File: config.mk
export PLATFORM = sky130hd
export DESIGN_NAME = tdc_interval_calc
export DESIGN_NICKNAME = d
export VERILOG_FILES = /design/src/rtl/tdc_interval_calc_pkg.sv /design/src/rtl/tdc_interval_calc_event_latch.sv /design/src/rtl/tdc_interval_calc.sv
export SDC_FILE = /design/constraint.sdc
export NUM_CORES = 1
export LEC_CHECK = 0
export ABC_AREA = 1
export CORE_MARGIN = 5
export CORE_UTILIZATION = 59
export CTS_BUF_LIST = sky130_fd_sc_hd__clkbuf_4
export DETAILED_ROUTE_END_ITERATION = 7
export GPL_TIMING_DRIVEN = 0
export PLACE_DENSITY_LB_ADDON = 0.05
export SYNTH_ARGS = -nofsm -noshare
export SYNTH_HDL_FRONTEND = slang
export SYNTH_SLANG_ARGS = --single-unit
File: constraint.sdc
create_clock -name clk -period 2.9 [get_ports clk]
set_input_delay 0.435 -clock clk [delete_from_list [all_inputs] [get_ports clk]]
set_output_delay 0.435 -clock clk [all_outputs]
set_load 0.05 [all_outputs]
File: src/rtl/tdc_interval_calc_pkg.sv
// Shared constants and FSM state encoding for the TDC interval calculator.
package tdc_interval_calc_pkg;

  localparam int NUM_TAPS_DEF   = 36;
  localparam int NUM_DECODE_DEF = 8;

  typedef enum logic [2:0] {
    ST_IDLE  = 3'd0,
    ST_WAIT  = 3'd1,
    ST_CALC1 = 3'd2,
    ST_CALC2 = 3'd3,
    ST_DONE  = 3'd4
  } state_e;

endpackage

File: src/rtl/tdc_interval_calc_event_latch.sv
// Captures one decoder's finished pulse and bin; the first pulse wins until clr.
module tdc_event_latch #(
  parameter int NUM_DECODE = 8
) (
  input  logic                  clk,
  input  logic                  rst_n,
  input  logic                  en,
  input  logic                  clr,
  input  logic                  finished,
  input  logic [NUM_DECODE-1:0] bin,
  output logic                  got,
  output logic [NUM_DECODE-1:0] bin_q
);

  logic                  got_r;
  logic [NUM_DECODE-1:0] bin_r;

  // got flag and bin capture; repeat pulses are ignored once got is set
  always_ff @(posedge clk or negedge rst_n) begin
    if (!rst_n) begin
      got_r <= 1'b0;
      bin_r <= '0;
    end else if (clr) begin
      got_r <= 1'b0;
      bin_r <= '0;
    end else if (en && finished && !got_r) begin
      got_r <= 1'b1;
      bin_r <= bin;
    end else begin
      got_r <= got_r;
      bin_r <= bin_r;
    end
  end

  assign got   = got_r;
  assign bin_q = bin_r;

endmodule

File: src/rtl/tdc_interval_calc.sv
// Combines start/stop decoder bins with the coarse count into an interval in taps,
// presented on a valid/ready handshake with edge, sign and timeout flags.
module tdc_interval_calc
  import tdc_interval_calc_pkg::*;
#(
  parameter int NUM_TAPS    = NUM_TAPS_DEF,
  parameter int NUM_DECODE  = NUM_DECODE_DEF,
  parameter int COARSE_W    = 16,
  parameter int TIMEOUT_CYC = 64
) (
  input  logic                           clk,
  input  logic                           rst_n,
  input  logic                           start_finished,
  input  logic [NUM_DECODE-1:0]          start_bin,
  input  logic                           stop_finished,
  input  logic [NUM_DECODE-1:0]          stop_bin,
  input  logic [COARSE_W-1:0]            coarse_count,
  input  logic                           arm,
  output logic [COARSE_W+NUM_DECODE:0]   result,
  output logic                           result_valid,
  input  logic                           result_ready,
  output logic                           err_no_edge,
  output logic                           err_negative,
  output logic                           err_timeout,
  output logic                           busy
);

  localparam int RESULT_W = COARSE_W + NUM_DECODE + 1;
  localparam int RAW_W    = RESULT_W + 1;
  localparam int TMO_W    = $clog2(TIMEOUT_CYC + 1);

  state_e                state_r, state_next_s;
  logic                  got_start_s, got_stop_s;
  logic [NUM_DECODE-1:0] start_bin_q_s, stop_bin_q_s;
  logic                  latch_en_s, latch_clr_s;
  logic                  tmo_hit_s;
  logic [TMO_W-1:0]      tmo_cnt_r;
  logic [COARSE_W-1:0]   coarse_r;
  logic [RESULT_W-1:0]   prod_r;
  logic [RAW_W-1:0]      raw_s;
  logic                  handshake_s;
  logic [RESULT_W-1:0]   result_r;
  logic                  result_valid_r;
  logic                  err_no_edge_r, err_negative_r, err_timeout_r;
  logic                  busy_r;

  assign latch_en_s  = (state_r == ST_WAIT);
  assign latch_clr_s = (state_r == ST_IDLE);
  assign handshake_s = result_valid_r && result_ready;

  tdc_event_latch #(.NUM_DECODE(NUM_DECODE)) u_start_latch (
    .clk      (clk),
    .rst_n    (rst_n),
    .en       (latch_en_s),
    .clr      (latch_clr_s),
    .finished (start_finished),
    .bin      (start_bin),
    .got      (got_start_s),
    .bin_q    (start_bin_q_s)
  );

  tdc_event_latch #(.NUM_DECODE(NUM_DECODE)) u_stop_latch (
    .clk      (clk),
    .rst_n    (rst_n),
    .en       (latch_en_s),
    .clr      (latch_clr_s),
    .finished (stop_finished),
    .bin      (stop_bin),
    .got      (got_stop_s),
    .bin_q    (stop_bin_q_s)
  );

  // FSM state register
  always_ff @(posedge clk or negedge rst_n) begin
    if (!rst_n) begin
      state_r <= ST_IDLE;
    end else begin
      state_r <= state_next_s;
    end
  end

  // Next-state logic; both edges present beats a simultaneous timeout
  always_comb begin
    state_next_s = state_r;
    tmo_hit_s    = 1'b0;
    case (state_r)
      ST_IDLE: begin
        if (arm) begin
          state_next_s = ST_WAIT;
        end else begin
          state_next_s = ST_IDLE;
        end
      end
      ST_WAIT: begin
        if (got_start_s && got_stop_s) begin
          state_next_s = ST_CALC1;
        end else if ((got_start_s || got_stop_s) &&
                     (tmo_cnt_r == TMO_W'(TIMEOUT_CYC - 1))) begin
          state_next_s = ST_DONE;
          tmo_hit_s    = 1'b1;
        end else begin
          state_next_s = ST_WAIT;
        end
      end
      ST_CALC1: state_next_s = ST_CALC2;
      ST_CALC2: state_next_s = ST_DONE;
      ST_DONE: begin
        if (handshake_s) begin
          state_next_s = ST_IDLE;
        end else begin
          state_next_s = ST_DONE;
        end
      end
      default: state_next_s = ST_IDLE;
    endcase
  end

  // Timeout counter runs only while exactly one edge has been seen in WAIT
  always_ff @(posedge clk or negedge rst_n) begin
    if (!rst_n) begin
      tmo_cnt_r <= '0;
    end else if (state_r != ST_WAIT) begin
      tmo_cnt_r <= '0;
    end else if (got_start_s || got_stop_s) begin
      tmo_cnt_r <= tmo_cnt_r + TMO_W'(1);
    end else begin
      tmo_cnt_r <= tmo_cnt_r;
    end
  end

  // Coarse capture on arm and first arithmetic stage
  always_ff @(posedge clk or negedge rst_n) begin
    if (!rst_n) begin
      coarse_r <= '0;
      prod_r   <= '0;
    end else begin
      if ((state_r == ST_IDLE) && arm) begin
        coarse_r <= coarse_count;
      end else begin
        coarse_r <= coarse_r;
      end
      if (state_r == ST_CALC1) begin
        prod_r <= RESULT_W'(coarse_r) * RESULT_W'(NUM_TAPS);
      end else begin
        prod_r <= prod_r;
      end
    end
  end

  // MSB of raw_s is the sign of the two's-complement interval
  always_comb begin
    raw_s = {1'b0, prod_r} + RAW_W'(start_bin_q_s) - RAW_W'(stop_bin_q_s);
  end

  // Output registers: loaded on timeout or CALC2, held through DONE, cleared on accept
  always_ff @(posedge clk or negedge rst_n) begin
    if (!rst_n) begin
      result_r       <= '0;
      result_valid_r <= 1'b0;
      err_no_edge_r  <= 1'b0;
      err_negative_r <= 1'b0;
      err_timeout_r  <= 1'b0;
    end else begin
      case (state_r)
        ST_WAIT: begin
          if (tmo_hit_s) begin
            result_r       <= '0;
            result_valid_r <= 1'b1;
            err_no_edge_r  <= 1'b0;
            err_negative_r <= 1'b0;
            err_timeout_r  <= 1'b1;
          end
        end
        ST_CALC2: begin
          result_r       <= raw_s[RAW_W-1] ? '0 : raw_s[RESULT_W-1:0];
          result_valid_r <= 1'b1;
          err_no_edge_r  <= (start_bin_q_s == '0) || (stop_bin_q_s == '0);
          err_negative_r <= raw_s[RAW_W-1];
          err_timeout_r  <= 1'b0;
        end
        ST_DONE: begin
          if (handshake_s) begin
            result_r       <= '0;
            result_valid_r <= 1'b0;
            err_no_edge_r  <= 1'b0;
            err_negative_r <= 1'b0;
            err_timeout_r  <= 1'b0;
          end
        end
        default: begin
          result_r       <= result_r;
          result_valid_r <= result_valid_r;
        end
      endcase
    end
  end

  // busy tracks the state being entered so it is a clean register output
  always_ff @(posedge clk or negedge rst_n) begin
    if (!rst_n) begin
      busy_r <= 1'b0;
    end else begin
      busy_r <= (state_next_s != ST_IDLE);
    end
  end

  assign result       = result_r;
  assign result_valid = result_valid_r;
  assign err_no_edge  = err_no_edge_r;
  assign err_negative = err_negative_r;
  assign err_timeout  = err_timeout_r;
  assign busy         = busy_r;

endmodule

* Yosys cells after proc, flatten, opt, wreduce, memory -nomap -nowiden
Index checks and enable logic that the tools add are counted.
** Storage, ports and cells
- Register bits after elaboration :: 94
- Bits in latches :: 0
- Bits in writable memories :: 0
- ROM bits :: 0
- Bits of input ports :: 38
- Output and inout bits :: 30
- Logic and storage cells :: 76
- Memories kept :: 0
** Operators by class
- Add/sub/neg operators :: 3
- Multipliers :: 1
- Div/mod/pow operators :: 0
- $lt $le $gt $ge :: 0
- Eq/ne operators :: 8
- Shifts and indexed selects :: 0
- Muxes and demuxes :: 29
- Bitwise gates (word level) :: 0
- Reductions and logical operators :: 21
** Operators with widths (number)
- $mux W25 :: 3
- $pmux W25 S3 :: 1
- $mux W8 :: 4
- $sub A23 B8 Y24 :: 1
- $add A22 B8 Y23 :: 1
- $mul A16 B4 Y20 const B :: 1
- $logic_not A8 Y1 :: 2
- $pmux W3 S5 :: 1
- $mux W7 :: 2
- $pmux W1 S3 :: 4
- $mux W1 :: 11
- $mux W3 :: 3
- $logic_and A1 B1 Y1 :: 8
- $add A7 B1 Y7 const B :: 1
- $eq A7 B6 Y1 const B :: 1
- $eq A3 B2 Y1 const B :: 2
- $reduce_bool A2 Y1 :: 3
- $reduce_bool A3 Y1 :: 2
- $ne A2 B2 Y1 const B :: 2
- $eq A3 B1 Y1 const B :: 1
- $eq A3 B3 Y1 const B :: 1
- $logic_not A3 Y1 :: 1
- $ne A3 B1 Y1 const B :: 1
- $reduce_and A3 Y1 :: 1
- other kinds (2) :: 4

* Depth between registers and ports, before layout
Gate-level depths: netlist of the first run.
- Word-level depth :: 7
- Depth in mapped cells :: 15
- Gate-level depth less buffers :: 15

* Modules after synthesis
A second synthesis of the first run with hierarchy kept.
** Second synthesis, totals
- Cells, all modules :: 853
- Area, all modules :: 6396.1 um2
** By module, submodules not included
- tdc_interval_calc :: times used 1, cells an instance 773, area each 5597.9 um2, sequential area each 1851.8 um2
- tdc_event_latch :: times used 2, cells an instance 40, area each 399.1 um2, sequential area each 225.2 um2

* Worst setup path before layout of the first run
No wires, ideal clock.
- Path type :: reg2reg
- Start point :: register u_start_latch.bin_r[2] (netlist: u_start_latch.bin_q[2])
- End point :: register result_r[3] (netlist: result[3])
- Library setup time :: 124 ps
- Arrival :: 2218 ps
- Setup slack :: 558 ps
- Stages on the path, launching flop included :: 12
- Buffers on the path :: 1
- Period minus slack after synthesis :: 2342 ps
- Cell sequence :: dfrtp_1 > fa_1 > fa_1 > nand3_1 > nand3_2 > nand2_1 > nand2_1 > nand2_1 > nand3_2 > buf_6 > o211ai_1 > nand2_1
** Between the ends
- Longest elaborated chain between the ends :: 4
** Ends and longest elaborated chain
- start, declared :: line tdc_interval_calc_event_latch.sv:16 : logic [NUM_DECODE-1:0] bin_r;
- start signal, assigned :: line tdc_interval_calc_event_latch.sv:28 : bin_r <= bin;
- start signal, assigned :: line tdc_interval_calc_event_latch.sv:31 : bin_r <= bin_r;
- $add A22 B8 Y23 :: line tdc_interval_calc.sv:152 : raw_s = {1'b0, prod_r} + RAW_W'(start_bin_q_s) - RAW_W'(stop_bin_q_s);
- $sub A23 B8 Y24 :: line tdc_interval_calc.sv:152
- $mux W25 :: line tdc_interval_calc.sv:175 : result_r <= raw_s[RAW_W-1] ? '0 : raw_s[RESULT_W-1:0];
- $pmux W25 S3 :: line tdc_interval_calc.sv:164 : case (state_r)
- end signal, assigned :: line tdc_interval_calc.sv:175
- end signal, assigned :: line tdc_interval_calc.sv:191 : result_r <= result_r;
- end, declared :: line tdc_interval_calc.sv:42 : logic [RESULT_W-1:0] result_r;
Every way passes these cells.
A chain may end at the register's enable or synchronous reset.

* Worst setup path in the final report of the first run
- Start point :: register u_stop_latch.bin_r[2] (netlist: u_stop_latch.bin_q[2])
- End point :: register result_r[20] (netlist: result[20])
** Between the ends
- Longest elaborated chain between the ends :: 3
** Ends and longest elaborated chain (line)
- start, declared :: tdc_interval_calc_event_latch.sv:16
- start signal, assigned :: tdc_interval_calc_event_latch.sv:28
- start signal, assigned :: tdc_interval_calc_event_latch.sv:31
- $sub A23 B8 Y24 :: tdc_interval_calc.sv:152
- $mux W25 :: tdc_interval_calc.sv:175
- $pmux W25 S3 :: tdc_interval_calc.sv:164
Every way passes these cells.

==> results of run 1 <==
metrics by stage:
stage | cell area, sq um | TNS [ps] | worst slack [ps] | util [%]
after detailed placement | 7150 | 0 | 211 | 68.9
after floorplan | 6300 | 0 | 558 | -
final | 7280 | 0 | 213 | 70.2
after CTS | 7270 | 0 | 168 | 70.1
after global routing | 7280 | 0 | 88.1 | 70.2
after global placement | 7120 | -158840 | -1740 | 68.7
timing repair:
item / CTS / global route
endpoints found under the hold margin: 24 / 0
setup endpoints to repair: 0 / 1
hold buffers: 1 / 0
resized for setup: 0 / 1
per-layer routing:
metal | vias to the layer above | track usage [%] | share of wire [%]
li1 | 2853 | - | -
met4 | 0 | 7.45 | 2.0
met1 | 2614 | 31.4 | 44
met3 | 25 | 3.16 | 4.0
met5 | - | 0 | 0
met2 | 124 | 44.9 | 50
worst max-delay path, cell delays in order (launching register included):
cell     delay [ps]
dfrtp_1         390
inv_1           110
fa_1            480
fa_2            450
nand3_1         110
nand3_2         120
nand2_1          90
nand2_1         130
nand2_1         110
nand3_2         190
buf_6           220
nand4_1         110
nand2_1          70
worst min path at each step:
stage | from | endpoint | slack (ps)
floorplan | rst_n | busy$_DFF_PN0_ | 140
global placement | result[5]$_DFFE_PN0P_ | result[5]$_DFFE_PN0P_ | 450
detailed placement | rst_n | result[1]$_DFFE_PN0P_ | 350
CTS | rst_n | result[1]$_DFFE_PN0P_ | 380
global route | rst_n | result[1]$_DFFE_PN0P_ | 430
finish | rst_n | result[1]$_DFFE_PN0P_ | 390
cells in the final DEF (no fill, tap or decap), drive strengths merged:
master,instances
nand2,255
inv,135
dfrtp,92
nand3,70
clkdlybuf4s50,64
nor2,61
ha,52
o21ai,49
a21oi,39
nand4,19
buf,16
mux2,13
xnor2,12
clkbuf,12
fa,8
nand3b,6
nor3,5
clkinv,4
a21o,3
or2,2
o22ai,2
conb,2
and2,1
o211ai,1
o32ai,1
o21a,1
xor2,1
or3,1
clkinvlp,1
dlygate4sd3,1
sequential cells by signal, indices dropped and copies added (netlist names):
name                 cells
err_no_edge              1
u_stop_latch.got         1
result_valid             1
result                  23
u_stop_latch.bin_q       8
busy                     1
u_start_latch.bin_q      8
tmo_cnt_r                7
u_start_latch.got        1
coarse_r                16
err_timeout              1
state_r                  3
err_negative             1
prod_r                  20
final cells by class:
type / count / area [sq um] / share of cell area [%]
Inverter: 133 / 499 / 6.86
Multi-Input combinational cell: 604 / 3390 / 46.6
Clock buffer: 9 / 67.6 / 0.928
Tap cell: 136 / 170 / 2.34
Timing Repair Buffer: 67 / 686 / 9.42
Clock inverter: 7 / 48.8 / 0.671
Sequential cell: 92 / 2300 / 31.6
Buffer: 17 / 115 / 1.58
logic make-up (layout without fill, tap and decap cells):
| group | after synthesis | in the layout | synth area share (%) |
|---|---|---|---|
| muxes | 13 | 13 | 2.32 |
| other | 1 | 2 | 0.0595 |
| AOI/OAI and AO/OA | 96 | 96 | 7.99 |
| DFF | 92 | 92 | 36.6 |
| xor gates and xnor gates | 13 | 13 | 1.81 |
| adders and majority gates | 60 | 60 | 12.9 |
| buffers and inverters | 150 | 233 | 9.75 |
| and+or+nand+nor | 420 | 420 | 28.6 |
==> reports/results.txt, run 1 <==
CP Data Required Time = 3250 ps
yosys warns = 0
most instantiated cells after synthesis = nand2_1, inv_1, dfrtp_1
CTS root buf = clkbuf_4
Starting Density = 60.7%
asr flop ratio synth = 100%
Max Cap Violations = 0
crit path max fanout = 10
status = finished, final reports clean
Syn Std Cell Area = 0.00630 sq mm
Via Count = 5616
count of final hold-check violations = 0
setup bufs post-CTS = 0
Hold Path Class = input port to async pin
Least-Margin Pin Slew = 527 ps
Final nets = 1022
Remaining DRCs = 0
Die ar. = 0.0128 sq mm
clock sink count = 92
top cell type's share of synthesized area = 36.6%
Synth cell types = 39
top-count cell post-synth = nand2_1
1st-iter DRT viols = 212
gr usage total = 25.0%
Seq cells post-synth = 92
sequential cell area fraction in the yosys report = 36.6%
final cycle utilization of the critical path = 92.7%
wire length per cell = 13.8 microns
ranking of synthesized cells by area = dfrtp_1, nand2_1, ha_1
post-synth top area cell = dfrtp_1
nature of the critical path endpoint = register
normalized max-slew margin = 64.8%
dpl cells = 1048
Pins Over Slew Limit = 0
Post-Syn Area per Cell = 7.45 sq um
fin cells = 1065
Row Count = 37
worst hold slack = 393 ps
reg2reg path depth = 12
Filler Cell Count = 880
Clk Latency, worst-skew pair = 470 ps
Area Overhead vs Synth = 15.5%
RSZ-0062 raised after global routing = false
Ports = 68
CP Class = register to register
Worst Clk Skew = 20.6 ps
Primary FF master, synth = dfrtp_1
# diodes = 0
largest net degree at the start of global routing = 69
Initial DRT Pass Iterations = 6
vias in the first global route = 5660
vias per cell = 5.27
PortBufs = 65
crit path DAT = 3040 ps
first-pass GRT wire length = 26100 microns
worst r2r dst = result[20]$_DFFE_PN0P_
Mapped Cells = 845
Remaining Overflow, GRT = 0
share of cells above drive strength 1 = 6.57%
Post-synth EDFFs = 0
clock slew at reported path FFs = 150 ps
H-tree depth = 3
Clock Tree Buf Depth = 2
Worst setup SP type = register
Max Freq = 372 MHz
CTS Buf Count = 9
initial antenna violation count = 0
Finish-stage setup viols = 0
Vert. Die Dim = 113 microns
CTS tree = built
Worst Setup SP = u_stop_latch.bin_q[2]$_DFFE_PN0P_
FF-to-FF Start = u_stop_latch.bin_q[2]$_DFFE_PN0P_
post-route minimum period = 2690 ps
R2R setup slack = 210 ps
gpl congestion = 0.950
Worst Setup EP = result[20]$_DFFE_PN0P_
DP HPWL = 12000 microns
DRT antenna net count = 0
core area = 0.0104 sq mm
Die W = 113 microns
Post-Route WL = 14700 microns
Power of run 1 is not shown: default switching activity piles up to over one toggle a cycle in this logic, so the estimate is an artifact.
==> run 2, diff against run 1 <==
--- a/config.mk
+++ b/config.mk
@@ -9,9 +9,11 @@
 export CORE_MARGIN = 5
 export CORE_UTILIZATION = 59
 export CTS_BUF_LIST = sky130_fd_sc_hd__clkbuf_4
+export CTS_CLUSTER_SIZE = 20
 export DETAILED_ROUTE_END_ITERATION = 7
 export GPL_TIMING_DRIVEN = 0
 export PLACE_DENSITY_LB_ADDON = 0.05
 export SYNTH_ARGS = -nofsm -noshare
 export SYNTH_HDL_FRONTEND = slang
 export SYNTH_SLANG_ARGS = --single-unit
+export TNS_END_PERCENT = 5
==> results of run 2 <==
The final DEF is identical to that of run 1; final timing and power are the same.
Power of run 2 is left out for the same reason.
==> run 3, diff against run 2 <==
--- a/config.mk
+++ b/config.mk
@@ -12,7 +12,8 @@
 export CTS_CLUSTER_SIZE = 20
 export DETAILED_ROUTE_END_ITERATION = 7
 export GPL_TIMING_DRIVEN = 0
-export PLACE_DENSITY_LB_ADDON = 0.05
+export PLACE_DENSITY = 0.83
+export REMOVE_ABC_BUFFERS = 1
 export SYNTH_ARGS = -nofsm -noshare
 export SYNTH_HDL_FRONTEND = slang
 export SYNTH_SLANG_ARGS = --single-unit
==> run 3 against run 2 <==
  * Non-clock buffer count shrank 16
  * Final cell count is 1.4% lower
  * Design area shrank 0.45%
  * Critical path type unchanged
==> reports/results.txt, run 3 (synthesis results as in run 1) <==
status = finished, final reports clean (unchanged)
# diodes = 0 (unchanged)
post-route minimum period = 2690 ps (about the same)
initial antenna violation count = 0 (unchanged)
Remaining Overflow, GRT = 0 (unchanged)
gpl congestion = 0.919 (was 0.950)
most common cell after layout, fill and taps aside = nand2_1 (unchanged)
largest net degree at the start of global routing = 51 (was 69)
clock sink count = 92 (unchanged)
DP Area = 0.00705 sq mm (was 0.00715 sq mm)
DRT antenna net count = 0 (unchanged)
PortBufs = 65 (unchanged)
Max Cap Violations = 0 (unchanged)
Finish-stage setup viols = 0 (unchanged)
Post-Route WL = 13500 microns (was 14700 microns)
vias in the first global route = 5274 (was 5660)
Ports = 68 (unchanged)
Filler Cell Count = 879 (was 880)
Via Count = 5505 (was 5616)
clock slew at reported path FFs = 170 ps (was 150 ps)
Least-Margin Pin Slew = 848 ps (was 527 ps)
1st-iter DRT viols = 279 (was 212)
Largest register FFs = 23 (unchanged)
CP Data Required Time = 3220 ps (was 3250 ps)
Vert. Die Dim = 113 microns (unchanged)
Clock Tree Buf Depth = 2 (unchanged)
RSZ-0062 raised after global routing = false (unchanged)
CTS tree = built (unchanged)
Final nets = 1007 (was 1022)
H-tree depth = 3 (unchanged)
count of final hold-check violations = 0 (unchanged)
Initial DRT Pass Iterations = 5 (was 6)
share of cells above drive strength 1 = 5.80% (was 6.57%)
core area = 0.0104 sq mm (unchanged)
R2R setup slack = 210 ps (about the same)
CTS root buf = clkbuf_4 (unchanged)
wire length per cell = 12.9 microns (was 13.8 microns)
final cycle utilization of the critical path = 92.8% (was 92.7%)
Row Count = 37 (unchanged)
Max Freq = 372 MHz (about the same)
Worst Clk Skew = 32.4 ps (was 20.6 ps)
crit path max fanout = 12 (was 10)
normalized max-slew margin = 43.1% (was 64.8%)
vias per cell = 5.24 (was 5.27)
Seq. cell area = 0.00230 sq mm (unchanged)
Clk Latency, worst-skew pair = 470 ps (about the same)
finished layout cell area = 0.00724 sq mm (was 0.00728 sq mm)
setup bufs post-CTS = 0 (unchanged)
worst hold slack = 473 ps (was 393 ps)
Pins Over Slew Limit = 0 (unchanged)
commonest cells after routing, fill and taps aside = nand2_1, inv_1, dfrtp_1 (unchanged)
Remaining DRCs = 0 (unchanged)
CP Class = register to register (unchanged)
Worst setup SP type = register (unchanged)
DP HPWL = 10600 microns (was 12000 microns)
area of the multi-input gates = 0.00342 sq mm (was 0.00339 sq mm)
first-pass GRT wire length = 23600 microns (was 26100 microns)
Hold Path Class = input port to async pin (unchanged)
Die W = 113 microns (unchanged)
CTS Buf Count = 9 (unchanged)
crit path DAT = 3020 ps (was 3040 ps)
final core occ = 69.9% (was 70.2%)
Die ar. = 0.0128 sq mm (unchanged)
Area Overhead vs Synth = 15.0% (was 15.5%)
Starting Density = 60.7% (unchanged)
gr usage total = 22.2% (was 25.0%)
nature of the critical path endpoint = register (unchanged)
## run 3: worst max-delay path, cell delays in order (launching register included)
cell     delay, ps
dfrtp_1        400
inv_1          110
fa_1           480
fa_1           510
nand3_1        140
nand3_2        120
nand2_1         80
nand2_1        120
nand2_2        160
nand3_4        170
nand3_1        170
o21ai_0         90
## run 3: per-stage QoR
stage          setup TNS (ps)  worst slack [ps]  std cells
2_1_floorplan               0               150        829
5_1_grt                     0              11.7       1050
4_1_cts                     0               156       1049
3_3_place_gp          -183320             -1870       1030
6_report                    0               209       1050
3_5_place_dp                0              20.7       1032
## run 3: path summary, 6_finish.rpt
kind,start,endpoint,cells past startpoint
min in group clk,result[11]$_DFFE_PN0P_,result[11]$_DFFE_PN0P_,2
max reg2reg,u_stop_latch.bin_q[2]$_DFFE_PN0P_,result[14]$_DFFE_PN0P_,11
min reg2reg,result[11]$_DFFE_PN0P_,result[11]$_DFFE_PN0P_,2
min,rst_n,u_start_latch.bin_q[7]$_DFFE_PN0P_,2
max,u_stop_latch.bin_q[2]$_DFFE_PN0P_,result[14]$_DFFE_PN0P_,11
max in group asynchronous,rst_n,result[15]$_DFFE_PN0P_,3
## run 3: layout make-up
class / instances / share of cell area [%]
clock buffers: 10 / 1.04
clock inverters: 6 / 1.14
inverters: 133 / 6.89
multi-input cells: 605 / 47.2
flip-flops and latches: 92 / 31.8
well taps: 136 / 2.35
repair buffers: 68 / 9.62
## run 3: repair_timing
action                                 4_1_cts  5_1_grt
gates resized for setup                      1        2
cloned                                       0        1
setup endpoints to repair                    7        9
endpoints found under the hold margin       42        0
hold buffers                                 1        0
pin swaps                                    0        1
## run 3: per-layer routing
metal,GRT usage (%),vias to the layer above,routed length (microns)
li1,-,2832,-
met1,30.2,2532,6260
met2,38.0,125,6450
met3,2.51,16,626
met4,5.53,0,182
met5,0,-,0
Power of run 3 is left out for the same reason.
